`src/rtl/eth_tx_framer.sv`:
```
// Byte-rate Ethernet transmit framer feeding the RMII dibit serializer.
// Wraps a valid/ready payload stream with preamble, SFD, zero pad and FCS,
// then holds the line idle for the inter-frame gap.
//
// state | meaning
// IDLE  | waiting for tx_valid; nothing consumed yet
// PRE   | emitting PREAMBLE_LEN bytes of 0x55
// SFD   | emitting 0xD5; CRC and byte count restart here
// DATA  | forwarding payload bytes through the CRC
// PAD   | emitting 0x00 until MIN_FRAME bytes have gone out
// FCS   | emitting the inverted CRC, least-significant byte first
// DRAIN | payload starved mid-frame; swallow input up to tx_last
// IFG   | IFG_BYTES idle byte times before the next frame
`timescale 1ns/1ps
module eth_tx_framer #(
   parameter int PREAMBLE_LEN = 7,
   parameter int MIN_FRAME    = 60,
   parameter int PAD_EN       = 1,
   parameter int IFG_BYTES    = 12
) (
   input  logic       clk,
   input  logic       rst_n,
   input  logic [7:0] tx_data,
   input  logic       tx_valid,
   input  logic       tx_last,
   output logic       tx_ready,
   output logic [7:0] phy_tx_data,
   output logic       phy_tx_valid,
   output logic       frame_done,
   output logic       tx_underrun
);

   typedef enum logic [2:0] {
      S_IDLE  = 3'd0,
      S_PRE   = 3'd1,
      S_SFD   = 3'd2,
      S_DATA  = 3'd3,
      S_PAD   = 3'd4,
      S_FCS   = 3'd5,
      S_DRAIN = 3'd6,
      S_IFG   = 3'd7
   } state_t;

   localparam logic [7:0]  PRE_LOAD = 8'(PREAMBLE_LEN - 1);
   localparam logic [7:0]  IFG_LOAD = 8'(IFG_BYTES - 1);
   localparam logic [7:0]  FCS_LOAD = 8'd3;
   localparam logic [15:0] MIN_CNT  = 16'(MIN_FRAME);

   state_t      state;
   logic [7:0]  tmr;
   logic [15:0] byte_cnt;
   logic [31:0] crc;

   logic        tmr_tc;
   logic [15:0] cnt_inc;
   logic [31:0] crc_data;
   logic [31:0] crc_pad;
   logic [7:0]  fcs_byte;

   // One byte of reflected CRC-32, bit 0 of the byte first.
   function automatic logic [31:0] crc_byte(input logic [31:0] c, input logic [7:0] d);
      logic [31:0] r;
      r = c ^ {24'h000000, d};
      for (int i = 0; i < 8; i++) begin
         r = r[0] ? ((r >> 1) ^ 32'hEDB88320) : (r >> 1);
      end
      return r;
   endfunction

   // Next-state helpers: saturating byte count, CRC candidates, FCS byte select.
   always_comb begin
      tmr_tc   = (tmr == 8'd0);
      cnt_inc  = (byte_cnt == 16'hFFFF) ? byte_cnt : byte_cnt + 16'd1;
      crc_data = crc_byte(crc, tx_data);
      crc_pad  = crc_byte(crc, 8'h00);
      fcs_byte = 8'h00;
      case (tmr[1:0])
         2'd3:    fcs_byte = ~crc[7:0];
         2'd2:    fcs_byte = ~crc[15:8];
         2'd1:    fcs_byte = ~crc[23:16];
         default: fcs_byte = ~crc[31:24];
      endcase
   end

   assign tx_ready = (state == S_DATA) || (state == S_DRAIN);

   // Framing FSM; every PHY-side output is loaded here and defaults to idle.
   always_ff @(posedge clk or negedge rst_n) begin
      if (!rst_n) begin
         state        <= S_IDLE;
         tmr          <= 8'd0;
         byte_cnt     <= 16'd0;
         crc          <= 32'hFFFFFFFF;
         phy_tx_data  <= 8'h00;
         phy_tx_valid <= 1'b0;
         frame_done   <= 1'b0;
         tx_underrun  <= 1'b0;
      end else begin
         phy_tx_data  <= 8'h00;
         phy_tx_valid <= 1'b0;
         frame_done   <= 1'b0;
         tx_underrun  <= 1'b0;
         case (state)
            S_IDLE: begin
               if (tx_valid) begin
                  state <= S_PRE;
                  tmr   <= PRE_LOAD;
               end
            end
            S_PRE: begin
               phy_tx_data  <= 8'h55;
               phy_tx_valid <= 1'b1;
               if (tmr_tc) state <= S_SFD;
               else        tmr   <= tmr - 8'd1;
            end
            S_SFD: begin
               phy_tx_data  <= 8'hD5;
               phy_tx_valid <= 1'b1;
               crc          <= 32'hFFFFFFFF;
               byte_cnt     <= 16'd0;
               state        <= S_DATA;
            end
            S_DATA: begin
               if (tx_valid) begin
                  phy_tx_data  <= tx_data;
                  phy_tx_valid <= 1'b1;
                  crc          <= crc_data;
                  byte_cnt     <= cnt_inc;
                  if (tx_last) begin
                     if ((PAD_EN != 0) && (cnt_inc < MIN_CNT)) begin
                        state <= S_PAD;
                     end else begin
                        state <= S_FCS;
                        tmr   <= FCS_LOAD;
                     end
                  end
               end else begin
                  // Starved: the line must drop now, the frame is abandoned.
                  tx_underrun <= 1'b1;
                  state       <= S_DRAIN;
               end
            end
            S_PAD: begin
               phy_tx_valid <= 1'b1;
               crc          <= crc_pad;
               byte_cnt     <= cnt_inc;
               if (cnt_inc >= MIN_CNT) begin
                  state <= S_FCS;
                  tmr   <= FCS_LOAD;
               end
            end
            S_FCS: begin
               phy_tx_data  <= fcs_byte;
               phy_tx_valid <= 1'b1;
               if (tmr_tc) begin
                  frame_done <= 1'b1;
                  state      <= S_IFG;
                  tmr        <= IFG_LOAD;
               end else begin
                  tmr <= tmr - 8'd1;
               end
            end
            S_DRAIN: begin
               if (tx_valid && tx_last) begin
                  state <= S_IFG;
                  tmr   <= IFG_LOAD;
               end
            end
            S_IFG: begin
               if (tmr_tc) state <= S_IDLE;
               else        tmr   <= tmr - 8'd1;
            end
            default: state <= S_IDLE;
         endcase
      end
   end

endmodule

```
`config.mk`:
```
export PLATFORM = sky130hd
export DESIGN_NAME = eth_tx_framer
export DESIGN_NICKNAME = d
export VERILOG_FILES = /design/src/rtl/eth_tx_framer.sv
export SDC_FILE = /design/constraint.sdc
export NUM_CORES = 1
export LEC_CHECK = 0
export CAP_MARGIN = 20
export CORE_UTILIZATION = 56
export CTS_CLUSTER_DIAMETER = 40
export DETAILED_ROUTE_END_ITERATION = 10
export HOLD_SLACK_MARGIN = 0.08
export PLACE_DENSITY = 0.77
export SKIP_LAST_GASP = 1
export SYNTH_ARGS = -nofsm -noshare
export SYNTH_HDL_FRONTEND = slang
export SYNTH_SLANG_ARGS = --single-unit
```
`constraint.sdc`:
```
create_clock -name clk -period 2.7 [get_ports clk]
set_clock_uncertainty 0.1 [all_clocks]
set_input_delay 0.27 -clock clk [delete_from_list [all_inputs] [get_ports clk]]
set_output_delay 0.27 -clock clk [all_outputs]
set_load 0.03 [all_outputs]
```
After elaboration in Yosys (flattened, before gate mapping)
Index checks and enable logic that the tools add are counted.
- input port bits: 12
- bits in registers: 70
- logic and storage cells: 115
- output and inout bits: 12
- add/sub/neg operators: 2
- multiplexer cells: 49
- reductions and logical operators: 11
- $lt $le $gt $ge: 2
- equality and inequality tests: 22
- bitwise logic cells: 21
- operators by type and width (cell ; number):
    $mux W32 ; 17
    $not A13 Y14 ; 16
    $pmux W32 S3 ; 1
    $mux W8 ; 9
    $pmux W16 S3 ; 1
    $pmux W8 S6 ; 1
    $mux W16 ; 2
    $not A8 Y8 ; 4
    $pmux W8 S4 ; 1
    $xor A32 B8 Y32 ; 1
    $mux W3 ; 8
    $pmux W3 S8 ; 1
    $pmux W8 S3 ; 1
    $ne A2 B2 Y1 const B ; 9
    $add A16 B1 Y16 const B ; 1
    $eq A16 B16 Y1 const B ; 1
    $ge A16 B6 Y1 const B ; 1
    $lt A16 B6 Y1 const B ; 1
    $eq A3 B3 Y1 const B ; 4
    $logic_not A8 Y1 ; 1
    $reduce_and A8 Y1 ; 1
    $sub A8 B1 Y8 const B ; 1
    $reduce_and A7 Y1 ; 1
    $eq A3 B2 Y1 const B ; 2
    15 further kinds ; 21

Longest topological paths before layout
- depth after elaboration: 19
- gate-level depth with buffers: 9
- gate-level depth less buffers: 8

Worst setup path after synthesis
OpenSTA, ideal clock, no wires.
- path type: register to register
- from: register byte_cnt[0]
- to: register tmr[0]
- setup slack: 0.040 ns
- period minus slack after synthesis: 2.660 ns
- buffers on the path: 0
- data required time: 2.472 ns
- arrival: 2.432 ns
- cell stages (with the launch flop): 9
- setup time: 0.128 ns
- cell sequence: dfrtp_1 -> ha_1 -> nand4_1 -> nor4_2 -> or3_1 -> o211ai_1 -> nor4_2 -> a21boi_2 -> mux2_1
- cells in the longest elaborated chain, start to end: 5
- elaborated cells between the ends (all ways): 8
- classes of those cells: 1 x add/sub; 2 x order compare; 3 x eq/ne; 1 x mux; 1 x reduce/logical
- ends and longest elaborated chain (item ; RTL line ; text):
    start, declared ; 51 ; logic [15:0] byte_cnt;
    start signal, assigned ; 128 ; byte_cnt <= cnt_inc;
    start signal, assigned ; 146 ; byte_cnt <= cnt_inc;
    $add A16 B1 Y16 / $eq A16 B16 Y1 (equally long branches) ; 73 ; cnt_inc = (byte_cnt == 16'hFFFF) ? byte_cnt : byte_cnt + 16'd1;
    $mux W16 (*) ; 73 ;
    $lt A16 B6 Y1 / $ge A16 B6 Y1 (equally long branches) ; 130, 147 ;
    $ne A2 B2 Y1 (no line) ; -- ;
    $reduce_and A8 Y1 (no line) (*) ; -- ;
    end signal, assigned ; 114 ; else tmr <= tmr - 8'd1;
    end signal, assigned ; 160 ; tmr <= tmr - 8'd1;
    end signal, assigned ; 171 ; else tmr <= tmr - 8'd1;
    end, declared ; 50 ; logic [7:0] tmr;
Every way passes the cells marked *; elsewhere a longest branch is shown, timed or not.
A chain may end at the register's enable or synchronous reset.

Final worst setup path
- from: register byte_cnt[0]
- to: register tmr[1]
Same word-level chain as after synthesis.

==> impl_metrics.json <==
{
  "final_cell_mix": "xnor2_1, buf_4, nor2_1",
  "placement.cell_area_mm2": 0.00615,
  "endpoint_kind": "register",
  "start_util": 0.588,
  "final_nets": 712,
  "cp_max_fo": 6,
  "max_freq_ghz": 0.376,
  "fill_cells": 772,
  "clk_pin_slew_ps": 80,
  "grt_pass1_vias": 4944,
  "drtIter0Drc": 550,
  "maxSlewHeadroom": 0.527,
  "maxCapViolations": 0,
  "period_minus_slack_ps": 2660,
  "fp.coreArea_mm2": 0.00937,
  "regToRegSetupSlack_ps": 40,
  "crit_path_start_kind": "register",
  "yosysUniqueCellTypes": 65,
  "instances_no_fill": 828,
  "ir_worst_vdd_mv": 0.233,
  "rows": 35,
  "avgSynthCellArea_um2": 8.59,
  "drt.antenna.violating_nets": 0,
  "finalSetupTns_ps": 0,
  "htree_levels": 3,
  "numCtsBuffers": 9,
  "r2r_cells": 9,
  "clkLatencyLatePin_ps": 350,
  "place_inst": 805,
  "critical_path_arrival_ps": 2800,
  "synth_fp_nets": 659,
  "die_h_um": 101,
  "cts_root_buf": "clkbuf_8",
  "dieArea_mm2": 0.0102,
  "grt_pass1_wl_mm": 25.1,
  "wl_mm": 15.9,
  "wl_per_cell_um": 19.1,
  "layout_setup_ws_ps": 38.7,
  "async_flop_share": 1.00,
  "critPathRequiredTime_ps": 2840,
  "antenna_cells": 0,
  "fin_util": 0.687,
  "grt_max_degree": 58,
  "holdCritPathClass": "register to register",
  "synth_cells": 641,
  "timing.rr.start": "byte_cnt[0]",
  "setup_viol": 0,
  "yosysWarnings": 0,
  "holdPathEnd": "crc[9]",
  "leakagePower_nw": 2.48,
  "r2r_end": "tmr[1]",
  "antenna_found_initial": 0,
  "gp_congestion": 0.964,
  "stdcell_area_mm2": 0.00643,
  "cts_num_sinks": 70,
  "tightest_slew_ps": 709,
  "synth-seq-cells": 70,
  "hold_path.startpoint": "crc[9]",
  "drt_pass1_iterations": 7,
  "drc": 0,
  "total_power_mw": 2.12,
  "criticalPathCategory": "register to register",
  "grt_use_total": 0.322,
  "powerDensity_mw_per_mm2": 329,
  "final.period_utilization": 0.986,
  "vias": 5213,
  "ys.flop_type": "dfrtp_1",
  "cts_tree": "yes",
  "clock_path_buffers": 2,
  "ys_seq_area_frac": 0.325,
  "hpwl_mm": 10.9,
  "viasPerCell": 6.30,
  "hold_path_depth": 2,
  "layout_commonest_cell": "xnor2_1",
  "grt-ovfl-total": 0,
  "area_growth_pct": 16.8,
  "report.final.hold_viol_count": 0,
  "synthesis.area_mm2": 0.00551,
  "drive_above_1_share": 0.195,
  "dp_slack_ps": -24.0,
  "hold_slack_ps": 374,
  "die_w_um": 101,
  "io_pins": 24,
  "finalMaxSlewViolations": 0,
  "portBuffers": 23,
  "status": "completed",
  "synth_edf_count": 0
}
[flip-flops by register name, indices dropped and copies added, names as in the netlist]
name,count
frame_done,1
phy_tx_valid,1
tmr,8
tx_underrun,1
phy_tx_data,8
state,3
byte_cnt,16
crc,32
[worst max-delay path: stages, from the launching register on]
cell      delay (ps)
dfrtp_1          400
ha_2             230
and4_1           240
a211oi_2         250
a41oi_1           70
or3_1            400
nor4_2           260
buf_4            190
a21boi_2          90
mux2_1           330
[report_power, final]
part           switching, mW  internal [mW]  total [mW]
Combinational          0.151          0.144       0.295
Sequential                 0           1.05        1.05
Clock                  0.419          0.355       0.774
[layer usage]
layer / global-route usage / wire (µm) / vias to the layer above
met2: 0.501 / 7190 / 282
met4: 0.149 / 603 / 0
li1: - / - / 2380
met3: 0.0538 / 1470 / 62
met5: 0 / 0 / -
met1: 0.441 / 6590 / 2489
[cell usage after synthesis (6+ instances only)]
master	instances	area, µm²
xnor2_1	80	701
nor2_1	64	240
a21oi_1	58	290
nand2_1	58	218
o21ai_0	47	235
dfrtp_1	38	951
dfstp_2	32	841
clkbuf_1	30	113
xor2_1	24	210
nand3_1	15	75.1
o22ai_1	14	87.6
buf_2	11	55.1
inv_1	10	37.5
nor3_1	10	50.1
nand4_1	9	56.3
a221o_1	8	80.1
o31ai_1	8	60.1
a31oi_1	6	37.5
ha_1	6	75.1
nand2b_1	6	37.5
[layout make-up]
cell class	instances	area [µm²]	area share
sequential	70	1790	0.279
inverter	10	37.5	0.00583
timing repair buffer	89	736	0.114
clock buffer	12	145	0.0226
multi-input combinational	514	3540	0.550
tap	129	161	0.0251
clock inverter	4	22.5	0.00350
[worst max-delay path by stage]
stage,slack [ps],startpoint,end
after floorplan,40,byte_cnt[0],tmr[0]
after global placement,20,byte_cnt[8],tmr[3]
after detailed placement,-20,tx_data[6],crc[20]
after CTS,1,byte_cnt[1],tmr[1]
after global routing,-50,byte_cnt[0],tmr[3]
final,40,byte_cnt[0],tmr[1]
[logic make-up (layout without fill, tap and decap cells)]
group / after synthesis / count (layout) / share of synthesized area
flip-flops: 70 / 70 / 0.325
AND/OR/NAND/NOR: 191 / 191 / 0.165
adder cells (fa/ha/maj): 6 / 6 / 0.0136
AO/OA/AOI/OAI: 193 / 193 / 0.222
XOR/XNOR: 117 / 117 / 0.217
buffers and inverters: 57 / 115 / 0.0441
multiplexers: 7 / 7 / 0.0136
[repair_timing]
| item | in CTS | in global routing |
|---|---|---|
| gates resized for setup | 2 | 9 |
| buffers inserted | 0 | 6 |
| endpoints found under the hold margin | 24 | 0 |
| pin swaps | 2 | 4 |
| endpoints found under the setup margin | 1 | 7 |
| hold buffers | 1 | 0 |
Note: power is estimated with default switching activity, not from simulation.
